$ cat src/rtl/hamming74_serial_encoder_pkg.sv
// Shared types, widths and the Hamming(7,4) encode function for the serial encoder.
// HAMMING_SECDED_EN widens the transmitted codeword with an overall parity bit.
package hamming_pkg;

  localparam int DATA_W = 4;
  localparam int H74_W  = 7;
`ifdef HAMMING_SECDED_EN
  localparam int CW_W = 8;
`else
  localparam int CW_W = 7;
`endif
  localparam int BITS_LEFT_W = $clog2(CW_W + 1);

  typedef logic [DATA_W-1:0]      nibble_t;
  typedef logic [H74_W-1:0]       h74_cw_t;
  typedef logic [CW_W-1:0]        cw_t;
  typedef logic [BITS_LEFT_W-1:0] bits_left_t;

  // Codeword layout is {p1,p2,d1,p3,d2,d3,d4}, with d1 taken from the nibble MSB.
  function automatic h74_cw_t hamming74_encode(input nibble_t d);
    logic d1, d2, d3, d4;
    logic p1, p2, p3;
    d1 = d[3];
    d2 = d[2];
    d3 = d[1];
    d4 = d[0];
    p1 = d1 ^ d2 ^ d4;
    p2 = d1 ^ d3 ^ d4;
    p3 = d2 ^ d3 ^ d4;
    return {p1, p2, d1, p3, d2, d3, d4};
  endfunction

endpackage

$ cat src/rtl/hamming74_serial_encoder_if.sv
// Bit-serial link bundle: input handshake from the source and the codeword stream to the channel.
interface hamming74_serial_encoder_if;

  logic s_in;
  logic in_valid;
  logic in_ready;
  logic s_out;
  logic out_valid;
  logic cw_start;

  modport master (
    output s_in,
    output in_valid,
    input  in_ready,
    input  s_out,
    input  out_valid,
    input  cw_start
  );

  modport slave (
    input  s_in,
    input  in_valid,
    output in_ready,
    output s_out,
    output out_valid,
    output cw_start
  );

endinterface

$ cat src/rtl/hamming74_serial_encoder_enc.sv
// Combinational nibble -> codeword encoder; HAMMING_SECDED_EN appends overall parity as the LSB.
module hamming74_enc
  import hamming_pkg::*;
(
  input  nibble_t nibble,
  output cw_t     cw
);

  h74_cw_t h74;

  // NOTE: continuous assigns have no hold path, so this logic can never infer a latch.
  assign h74 = hamming74_encode(nibble);

`ifdef HAMMING_SECDED_EN
  assign cw = {h74, ^h74};
`else
  assign cw = h74;
`endif

endmodule

$ cat src/rtl/hamming74_serial_encoder.sv
// Serial-in/serial-out Hamming(7,4) encoder: nibble assembly, encode, MSB-first serializer.
// Build option HAMMING_SECDED_EN sends an 8th overall-parity bit after each codeword.
module hamming74_serial_encoder
  import hamming_pkg::*;
#(
  parameter bit MSB_FIRST = 1'b1
)
(
  input  logic                        clk,
  input  logic                        reset,
  hamming74_serial_encoder_if.slave   bus
);

  nibble_t    nibble_q;
  logic [1:0] cnt_q;
  logic       nibble_full_q;
  cw_t        shreg_q;
  bits_left_t bits_left_q;
  cw_t        cw;
  logic       accept;
  logic       load;
  logic       busy;

  assign accept = bus.in_valid && !nibble_full_q;
  // Reloading with one bit still pending keeps consecutive codewords gap-free.
  assign load   = nibble_full_q && (bits_left_q <= bits_left_t'(1));
  assign busy   = (bits_left_q != '0);

  hamming74_enc u_enc (
    .nibble (nibble_q),
    .cw     (cw)
  );

  // NOTE: nonblocking assignments here so every register samples pre-edge values of its peers.
  always_ff @(posedge clk or posedge reset) begin
    if (reset) begin
      nibble_q      <= '0;
      cnt_q         <= '0;
      nibble_full_q <= 1'b0;
    end else begin
      if (accept) begin
        if (MSB_FIRST) nibble_q <= {nibble_q[DATA_W-2:0], bus.s_in};
        else           nibble_q <= {bus.s_in, nibble_q[DATA_W-1:1]};
        cnt_q <= cnt_q + 2'd1;
      end
      if (accept && (cnt_q == 2'd3)) nibble_full_q <= 1'b1;
      else if (load)                 nibble_full_q <= 1'b0;
    end
  end

  always_ff @(posedge clk or posedge reset) begin
    if (reset) begin
      shreg_q     <= '0;
      bits_left_q <= '0;
    end else if (load) begin
      shreg_q     <= cw;
      bits_left_q <= bits_left_t'(CW_W);
    end else if (busy) begin
      shreg_q     <= {shreg_q[CW_W-2:0], 1'b0};
      bits_left_q <= bits_left_q - bits_left_t'(1);
    end
  end

  assign bus.in_ready  = !nibble_full_q;
  assign bus.out_valid = busy;
  assign bus.s_out     = busy && shreg_q[CW_W-1];
  // bits_left only equals the full width in the cycle right after a load.
  assign bus.cw_start  = (bits_left_q == bits_left_t'(CW_W));

endmodule

$ cat src/flat_wrapper.sv
// flat-port wrapper written by rule: the top's interface ports become plain ports
module hamming74_serial_encoder_flat import hamming_pkg::*;
#(
  parameter bit MSB_FIRST = 1'b1
)
  (clk, reset, bus_s_in, bus_in_valid, bus_in_ready, bus_s_out, bus_out_valid, bus_cw_start);
  hamming74_serial_encoder_if bus_i ();
  input  logic clk;
  input  logic reset;
  input wire logic [$bits(bus_i.s_in)-1:0] bus_s_in;
  input wire logic [$bits(bus_i.in_valid)-1:0] bus_in_valid;
  output wire logic [$bits(bus_i.in_ready)-1:0] bus_in_ready;
  output wire logic [$bits(bus_i.s_out)-1:0] bus_s_out;
  output wire logic [$bits(bus_i.out_valid)-1:0] bus_out_valid;
  output wire logic [$bits(bus_i.cw_start)-1:0] bus_cw_start;
  assign bus_i.s_in = bus_s_in;
  assign bus_i.in_valid = bus_in_valid;
  assign bus_in_ready = bus_i.in_ready;
  assign bus_s_out = bus_i.s_out;
  assign bus_out_valid = bus_i.out_valid;
  assign bus_cw_start = bus_i.cw_start;
  hamming74_serial_encoder #(.MSB_FIRST(MSB_FIRST)) u_core (.clk(clk), .reset(reset), .bus(bus_i));
endmodule
$ cat config.mk
export PLATFORM = sky130hd
export DESIGN_NAME = hamming74_serial_encoder_flat
export DESIGN_NICKNAME = d
export VERILOG_FILES = /design/src/rtl/hamming74_serial_encoder_pkg.sv /design/src/rtl/hamming74_serial_encoder_if.sv /design/src/rtl/hamming74_serial_encoder_enc.sv /design/src/rtl/hamming74_serial_encoder.sv /design/src/flat_wrapper.sv
export SDC_FILE = /design/constraint.sdc
export NUM_CORES = 1
export LEC_CHECK = 0
export ABC_AREA = 0
export CAP_MARGIN = 20
export CORE_UTILIZATION = 54
export DETAILED_ROUTE_END_ITERATION = 8
export PLACE_DENSITY = 0.78
export SYNTH_ARGS = -nofsm -noshare
export SYNTH_HDL_FRONTEND = slang
export SYNTH_SLANG_ARGS = --single-unit
export TNS_END_PERCENT = 1
$ cat constraint.sdc
create_clock -name clk -period 1.7 [get_ports clk]
set_input_delay 0.425 -clock clk [delete_from_list [all_inputs] [get_ports clk]]
set_output_delay 0.425 -clock clk [all_outputs]
set_load 0.1 [all_outputs]
==> metrics.csv <==
stage,metric,value,unit
floorplanning,die_width,42.85,um
cells_and_area,nNetsFinal,109,
floorplanning,die_h,42.85,um
setup_path,cp-end-kind,output port,
clock_tree,numClockSinks,17,
sta,clock.fmax,0.5659,GHz
global_routing,maximum_number_of_pins_on_one_net_before_global_route_repair,18,
global_routing,grt_overflow_total,0,
synthesis,syn_avg_cell_area,11.40,sq um
place,routabilityCongestion,0.7746,
setup_path,worstPathArrival,1.34,ns
setup_path,startpoint_type,flop,
synthesis,yosys.area.top_type_share,0.4722,
clock_tree,numCtsBuffers,3,
clock_tree,clkTransAtPathRegs,0.10,ns
cells_and_area,stdcell_area,0.001170,sq mm
synthesis,number_of_storage_elements_in_the_synthesis_netlist,17,
outcome,violations,setup timing,
route,initialDrtViolationCount,20,
sta,finalWorstSetupSlack,-0.06703,ns
route,route.detailed.vias_per_inst,5.664,
setup_path,regToRegStartpoint,u_core.bits_left_q[1],
setup_path,worstSetupPathType,flop to output port,
global_routing,grt_pass1_wl,2.815,mm
global_routing,first_global_vias,610,
synthesis,synth_edf_count,0,
sta,rsz0062_at_grt,yes,
cells_and_area,drive_above_1_share,0.3300,
sta,final-max-slew-violation-count,0,
synthesis,syn_area,900.9,sq um
place,placedInstanceArea,0.001052,sq mm
floorplanning,rows,14,
sta,slew-limit-headroom,0.7409,
route,detail_route.wirelength,1.719,mm
clock_tree,cts_tree,yes,
global_routing,grtUsageTotal,0.2131,
hold_path,holdCritPathClass,primary input to asynchronous set/reset pin,
clock_tree,clock-root-buffer,clkbuf_4,
clock_tree,ctsHtreeMaxLevel,1,
clock_tree,cts.path.max_buffers,2,
synthesis,ys.warnings.count,0,
sta,actual_slew_at_the_worst_max_slew_pin,0.3872,ns
synthesis,ys_async_rst_share,1.000,
run,cap_viol_max_count,0,
cells_and_area,antenna-diode-count,0,
sta,final.setup_skew,0.001667,ns
global_routing,grt_antenna_before_repair,0,
setup_path,crit_fanout,3,
sta,finalCriticalPeriod,1.767,ns
place,placedCellCount,102,
floorplanning,die_area,0.001836,sq mm
floorplanning,standard_cell_core_area,0.001524,sq mm
route,drc,0,
floorplanning,initial_core_util,0.5911,
place,dp.final_hpwl,1.124,mm
route,avg_wl_per_cell,14.82,um
synthesis,post_synth_inst_count,79,
route,detail-route-antenna-nets,0,
sta,hold_viol_final,0,
sta,finalSetupViolCount,2,
setup_path,critical_path_required,1.27,ns
cells_and_area,area_delta_synth_final,29.86,%
synthesis,yosysSeqAreaShare,0.4722,
synthesis,synth_nets,87,
floorplanning,io-pin-count,8,
synthesis,yosys_most_used_dff,dfrtp_1,
route,detail_route.first_pass.iterations,5,
setup_path,worst_r2r_endpoint,u_core.shreg_q[3],
synthesis,ys_top_cells_by_area,"dfrtp_1 47%, mux2_2 6.3%, xnor2_1 5.8%",
synthesis,synth.largest_area_cell,dfrtp_1,
synthesis,post_synth_num_cell_types,27,
cells_and_area,layoutNonFillerInstCount,116,
place,port_buffers,7,
sta,setup_tns,-0.1111,ns
clock_tree,clock_latency_late_sink,0.28,ns
setup_path,rr_worst_depth,5,
setup_path,rrSetupSlack,0.16,ns
route,route.vias.total,657,
sta,post-route-period-util,1.039,
outcome,outcome,finished with violations,
layout make-up:
class	instances	area (sq um)
fillers	88	354.1
repair buffers	19	212.7
clock buffers	4	26.28
inverters	4	15.01
multi-input cells	56	469.2
flip-flops and latches	17	426.7
well taps	16	20.02
stage by stage:
stage | hold slack, ns | utilization | setup WS (ns)
after floorplan | 0.3511 | - | -0.1430
after CTS | 0.4653 | 0.7529 | -0.05522
after detailed placement | 0.4730 | 0.6905 | 0.1127
final | 0.4565 | 0.7677 | -0.06703
after global placement | 0.4668 | 0.6905 | 0.1393
after global routing | 0.4690 | 0.7677 | -0.1306
per-layer routing:
metal | share of wire | GRT usage
met5 | 0 | 0
met4 | 0.0052 | 0.09375
met2 | 0.48 | 0.3273
met1 | 0.49 | 0.2941
met3 | 0.026 | 0.03830
worst max path at each step:
stage,from,to,depth (start not counted),slack [ns]
after floorplan,u_core.bits_left_q[1],bus_s_out,5,-0.14
after global placement,u_core.bits_left_q[1],bus_s_out,5,0.14
after detailed placement,u_core.bits_left_q[1],bus_s_out,5,0.11
after CTS,u_core.bits_left_q[0],bus_s_out,5,-0.06
after global routing,u_core.bits_left_q[1],bus_s_out,5,-0.13
final,u_core.bits_left_q[1],bus_s_out,5,-0.07
flip-flops by register name, summed over array words and instances, names as in the netlist:
| name | flops |
|---|---|
| u_core.nibble_full_q | 1 |
| u_core.cnt_q | 2 |
| u_core.shreg_q | 7 |
| u_core.bits_left_q | 3 |
| u_core.nibble_q | 4 |
cells by family after synthesis:
family / share of synthesized area
buffers and inverters: 0.03471
adder cells (fa/ha/maj): 0.05556
flip-flops: 0.4722
AO/OA/AOI/OAI: 0.1306
multiplexers: 0.07361
XOR/XNOR: 0.07639
AND/OR/NAND/NOR: 0.1569
Yosys cell counts (2+ instances only):
cell type  instances
a31oi_1            3
a21oi_1            6
nand2b_1           4
nand3b_1           3
inv_1              4
and2_1             2
ha_1               4
nand2_1            2
dfrtp_1           17
o2bb2ai_1          3
and3b_1            3
xnor2_1            6
nor2_1             2
a221o_1            3
mux2_2             5
cell usage in the layout (no fill, tap or decap), types with 3 or more instances in the layout:
cell and n:
a31oi_1 3, clkbuf_4 3, a221o_1 3, xnor2_1 6, nand3b_1 3, clkdlybuf4s50_1 3
buf_12 5, a21oi_1 6, nand2b_1 3, ha_1 3, and3b_1 3, o2bb2ai_1 3
dfrtp_1 16, buf_4 11, mux2_2 5
worst max-delay path, cell delays in order, from the launching register on:
cell	delay, ns
dfrtp_2	0.44
inv_2	0.09
ha_4	0.15
nand2b_4	0.07
and2_4	0.15
buf_12	0.16
repair_timing:
item                                   CTS  global route
hold buffers                             0             0
setup buffers                            7             3
endpoints found under the hold margin    0             0
pin swaps                                1             0
setup endpoints to repair                3             3
gates cloned                             0             0
gates resized for setup                  3             0
Power is left out: the tool's default activity adds up to more than one toggle a clock period on the data nets, which glitch-free logic cannot reach.
